### src/rtl/mips_multicycle_control.sv
// Main control FSM for the multicycle MIPS datapath (Moore machine).
// Decodes the opcode and sequences every datapath strobe across fetch, decode,
// execute, memory and writeback. Supports R-type, lw, sw, beq, j and addi.
// Undefined opcodes and arithmetic overflow trap into the Cause/EPC path.
//
// Ports:
//   clock, reset      rising-edge clock, asynchronous active-high reset (-> FETCH)
//   opcode[5:0]       IR[31:26]
//   overflow          ALU signed-overflow flag
//   state[3:0]        current state encoding
//   pc_write .. epc_write  datapath strobes, decoded from state only
module mips_multicycle_control #(
  parameter logic EXC_OPUNDEF = 1'b0,
  parameter logic EXC_OVF     = 1'b1
) (
  input  logic       clock,
  input  logic       reset,
  input  logic [5:0] opcode,
  input  logic       overflow,
  output logic [3:0] state,
  output logic       pc_write,
  output logic       pc_write_cond,
  output logic       i_or_d,
  output logic       mem_read,
  output logic       mem_write,
  output logic       ir_write,
  output logic       mem_to_reg,
  output logic [1:0] pc_source,
  output logic [1:0] alu_op,
  output logic       alu_src_a,
  output logic [1:0] alu_src_b,
  output logic       reg_write,
  output logic       reg_dst,
  output logic       int_cause,
  output logic       cause_write,
  output logic       epc_write
);

  typedef enum logic [3:0] {
    StFetch    = 4'd0,
    StDecode   = 4'd1,
    StMemAdr   = 4'd2,
    StMemRd    = 4'd3,
    StMemWb    = 4'd4,
    StMemWr    = 4'd5,
    StExecute  = 4'd6,
    StAluWb    = 4'd7,
    StBranch   = 4'd8,
    StJump     = 4'd9,
    StExcUndef = 4'd10,
    StExcOvf   = 4'd11,
    StAddiEx   = 4'd12,
    StAddiWb   = 4'd13
  } state_e;

  state_e state_q, state_d;

  always_ff @(posedge clock or posedge reset) begin
    if (reset) begin
      state_q <= StFetch;
    end else begin
      state_q <= state_d;
    end
  end

  assign state = state_q;

  always_comb begin
    state_d       = StFetch;
    pc_write      = 1'b0;
    pc_write_cond = 1'b0;
    i_or_d        = 1'b0;
    mem_read      = 1'b0;
    mem_write     = 1'b0;
    ir_write      = 1'b0;
    mem_to_reg    = 1'b0;
    pc_source     = 2'b00;
    alu_op        = 2'b00;
    alu_src_a     = 1'b0;
    alu_src_b     = 2'b00;
    reg_write     = 1'b0;
    reg_dst       = 1'b0;
    int_cause     = 1'b0;
    cause_write   = 1'b0;
    epc_write     = 1'b0;

    case (state_q)
      StFetch: begin
        mem_read  = 1'b1;
        ir_write  = 1'b1;
        alu_src_b = 2'b01;
        pc_write  = 1'b1;
        state_d   = StDecode;
      end
      StDecode: begin
        // Branch target is precomputed here so BRANCH can use ALUOut.
        alu_src_b = 2'b11;
        case (opcode)
          6'b000000:            state_d = StExecute;
          6'b100011, 6'b101011: state_d = StMemAdr;
          6'b000100:            state_d = StBranch;
          6'b000010:            state_d = StJump;
          6'b001000:            state_d = StAddiEx;
          default:              state_d = StExcUndef;
        endcase
      end
      StMemAdr: begin
        alu_src_a = 1'b1;
        alu_src_b = 2'b10;
        // lw and sw differ only in opcode[3].
        state_d   = opcode[3] ? StMemWr : StMemRd;
      end
      StMemRd: begin
        mem_read = 1'b1;
        i_or_d   = 1'b1;
        state_d  = StMemWb;
      end
      StMemWb: begin
        reg_write  = 1'b1;
        mem_to_reg = 1'b1;
      end
      StMemWr: begin
        mem_write = 1'b1;
        i_or_d    = 1'b1;
      end
      StExecute: begin
        alu_src_a = 1'b1;
        alu_op    = 2'b10;
        state_d   = overflow ? StExcOvf : StAluWb;
      end
      StAluWb: begin
        reg_dst   = 1'b1;
        reg_write = 1'b1;
      end
      StBranch: begin
        alu_src_a     = 1'b1;
        alu_op        = 2'b01;
        pc_write_cond = 1'b1;
        pc_source     = 2'b01;
      end
      StJump: begin
        pc_write  = 1'b1;
        pc_source = 2'b10;
      end
      StExcUndef: begin
        int_cause   = EXC_OPUNDEF;
        cause_write = 1'b1;
        epc_write   = 1'b1;
        pc_write    = 1'b1;
        pc_source   = 2'b11;
      end
      StExcOvf: begin
        int_cause   = EXC_OVF;
        cause_write = 1'b1;
        epc_write   = 1'b1;
        pc_write    = 1'b1;
        pc_source   = 2'b11;
      end
      StAddiEx: begin
        alu_src_a = 1'b1;
        alu_src_b = 2'b10;
        state_d   = overflow ? StExcOvf : StAddiWb;
      end
      StAddiWb: begin
        reg_write = 1'b1;
      end
      // Unreachable encodings: all strobes low, recover to FETCH.
      default: state_d = StFetch;
    endcase
  end

endmodule
### config.mk
export PLATFORM = sky130hd
export DESIGN_NAME = mips_multicycle_control
export DESIGN_NICKNAME = d
export VERILOG_FILES = /design/src/rtl/mips_multicycle_control.sv
export SDC_FILE = /design/constraint.sdc
export NUM_CORES = 1
export LEC_CHECK = 0
export ABC_AREA = 0
export BUFFER_PORTS_ARGS = -buffer_cell sky130_fd_sc_hd__buf_2
export CAP_MARGIN = 20
export CORE_AREA = 2 2 39 41
export DETAILED_ROUTE_END_ITERATION = 12
export DIE_AREA = 0 0 41 43
export HOLD_SLACK_MARGIN = 0.08
export PLACE_DENSITY = 0.73
export SYNTH_ARGS = -nofsm -noshare
export SYNTH_HDL_FRONTEND = slang
export SYNTH_SLANG_ARGS = --single-unit
### constraint.sdc
create_clock -name clock -period 3.35 [get_ports clock]
set_clock_uncertainty 0.15 [all_clocks]
set_input_delay 0.67 -clock clock [delete_from_list [all_inputs] [get_ports clock]]
set_output_delay 0.67 -clock clock [all_outputs]
set_load 0.05 [all_outputs]
==> flow_summary.yaml <==
synthesis:
  seq_area_frac_synth_pct: 19.8
  netlist_instances: 71
  yosys_warnings: 0
  syn_avg_cell_area_um2: 7.12
  synth_nets: 80
  synthArstFlopShare_pct: 100
  synth_edf_count: 0
  synth-seq-cells: 4
  syn_area_um2: 505
  yosysUniqueCellTypes: 32
  synth_ff_type: "dfrtp_1"
floorplan:
  die_y_um: 43
  num_io_pins: 32
  core_area_um2: 1380
  dieArea_um2: 1760
  rows: 14
  dieWidth_um: 41
  initial_utilization_pct: 36.5
clock_network:
  cts_tree: "built"
  cts_resized: 0
  insertion_delay_ns: 0.24
  cts_setup_buffers: 0
  numCtsBuffers: 3
  cts.path.max_buffers: 2
  ctsRootBufferMaster: "clkbuf_4"
  cts.sinks: 4
  clkSlewWorstSetupHoldPaths_ns: 0.04
  htreeDepth: 1
  hold_buffers: 0
global_routing:
  use_met3_pct: 1.57
  busiest_layer: "met2"
  grt_max_degree: 21
  globalRouteMet1Util_pct: 21.9
  grt_pass1_wl_um: 2130
  grt_pass1_vias: 509
  grtUsageMet2_pct: 27.5
  antenna_found_initial: 0
  overflow: 0
  track_usage_pct: 17.5
setup_path:
  endpoint_kind: "output port"
  worstPathArrival_ns: 1.70
  cpMostUsedCell: "nor2_1"
  r2r_start: "state[0]"
  cp-startpoint: "state[1]"
  crit_type: "reg -> out"
  slowest_stage: "dfrtp_1"
  startpoint_type: "flip-flop"
  cpPeakStageDelay_ns: 0.69
  critical_path.cell_chain: "nor2b_1 -> nor2_1 -> nor2_1 -> buf_2"
  critical_path_required_ns: 2.53
  cp_max_fo: 19
detailed_routing:
  via_per_inst: 5.54
  postRouteAntennaNets: 0
  finalWirelength_um: 1330
  routedWlPerCell_um: 11.9
  drtIter0Drc: 7
  drc_errors: 0
  first_pass_iters: 4
  vias: 620
run:
  drv_cap: 0
finish:
  nets: 107
  syn2layout_area_growth_pct: 31.2
  final_cell_mix: "buf_2 (31), nor2_1 (13), nor3_1 (5), nand2b_1 (5), dfrtp_1 (4)"
  diodes: 0
  nFillCells: 150
  drive_gt1_share_pct: 38.5
  layout_commonest_cell: "buf_2"
  largest_reg_flops: 4
placed_design:
  gp_congestion: 0.745
  dpl.hpwl_um: 952
  io_buffers: 31
sta:
  fin_crit_sh_pct: 75.3
  period_needed_ns: 2.52
  grt_setup_unrepaired: "no"
  maxSlewHeadroom_pct: 62.2
  worst_pin_slew_ns: 0.567
  setup_viol: 0
  clock.fmax_mhz: 396
  hold_violations: 0
  slew_viol_final: 0
  tns_ns: 0
hold_path:
  hold_path_class: "in -> async"
run_status:
  outcome: "finished, final reports clean"
-- cell usage after synthesis, drive strengths merged, types with 2 or more instances --
cell | instances | share of area (%)
nor2 | 13 | 9.7
buf | 7 | 8.7
nor3 | 6 | 5.9
nand2b | 5 | 6.2
dfrtp | 4 | 20
and3 | 3 | 3.7
xnor2 | 3 | 5.2
a21oi | 2 | 2.0
clkbuf | 2 | 1.5
inv | 2 | 1.5
nand2 | 2 | 1.5
nor2b | 2 | 2.5
nor4 | 2 | 2.5
o22ai | 2 | 2.5
o32ai | 2 | 3.5
-- cell families (layout without fill, tap and decap cells) --
kind of cell	Yosys count	in the layout	share of synthesized area, %
and+or+nand+nor	39	39	41.8
AOI/OAI and AO/OA	13	13	19.8
buffers and inverters	11	36	11.6
xor gates and xnor gates	4	4	6.93
DFF	4	4	19.8
-- layer usage --
layer  vias to the layer above  part of all wire [%]
met3                         7                   7.4
met2                        31                    46
met4                         0                   2.8
met5                         -                     0
met1                       276                    44
li1                        306                     -
-- through the flow --
stage / instances / area (um2) / worst slack, ns / hold WS [ns] / util (%)
3_5_place_dp: 109 / 641 / 1.10 / 0.410 / 46.3
2_1_floorplan: 71 / 517 / 0.154 / 0.286 / -
6_report: 112 / 663 / 0.827 / 0.157 / 47.9
3_3_place_gp: 109 / 641 / 1.13 / 0.399 / 46.3
4_1_cts: 112 / 663 / 0.820 / 0.156 / 47.9
5_1_grt: 112 / 663 / 0.692 / 0.173 / 47.9
-- worst max-delay path, delay by kind of cell (launching register included) --
| family | cells | cell delay (ns) |
|---|---|---|
| flip-flops | 1 | 0.69 |
| AND/OR/NAND/NOR | 3 | 0.50 |
| buffers and inverters | 1 | 0.27 |
-- worst paths after layout --
kind | end | slack, ns | depth (start not counted)
min | state[0] | 0.16 | 2
min reg2reg | state[3] | 0.68 | 2
max reg2reg | state[1] | 1.54 | 3
max in group asynchronous | state[3] | 2.73 | 2
max | alu_src_a | 0.83 | 4
min in group clock | state[3] | 0.58 | 3
-- final cells by class --
cell class | count | area [um2] | share of cell area [%]
well taps | 16 | 20.0 | 3.02
multi-input cells | 56 | 358 | 54.0
repair buffers | 31 | 155 | 23.4
flip-flops and latches | 4 | 100 | 15.1
inverters | 2 | 7.51 | 1.13
clock buffers | 3 | 22.5 | 3.40
Power is not shown: default switching activity piles up to over one toggle a cycle in this logic, so the estimate is an artifact.
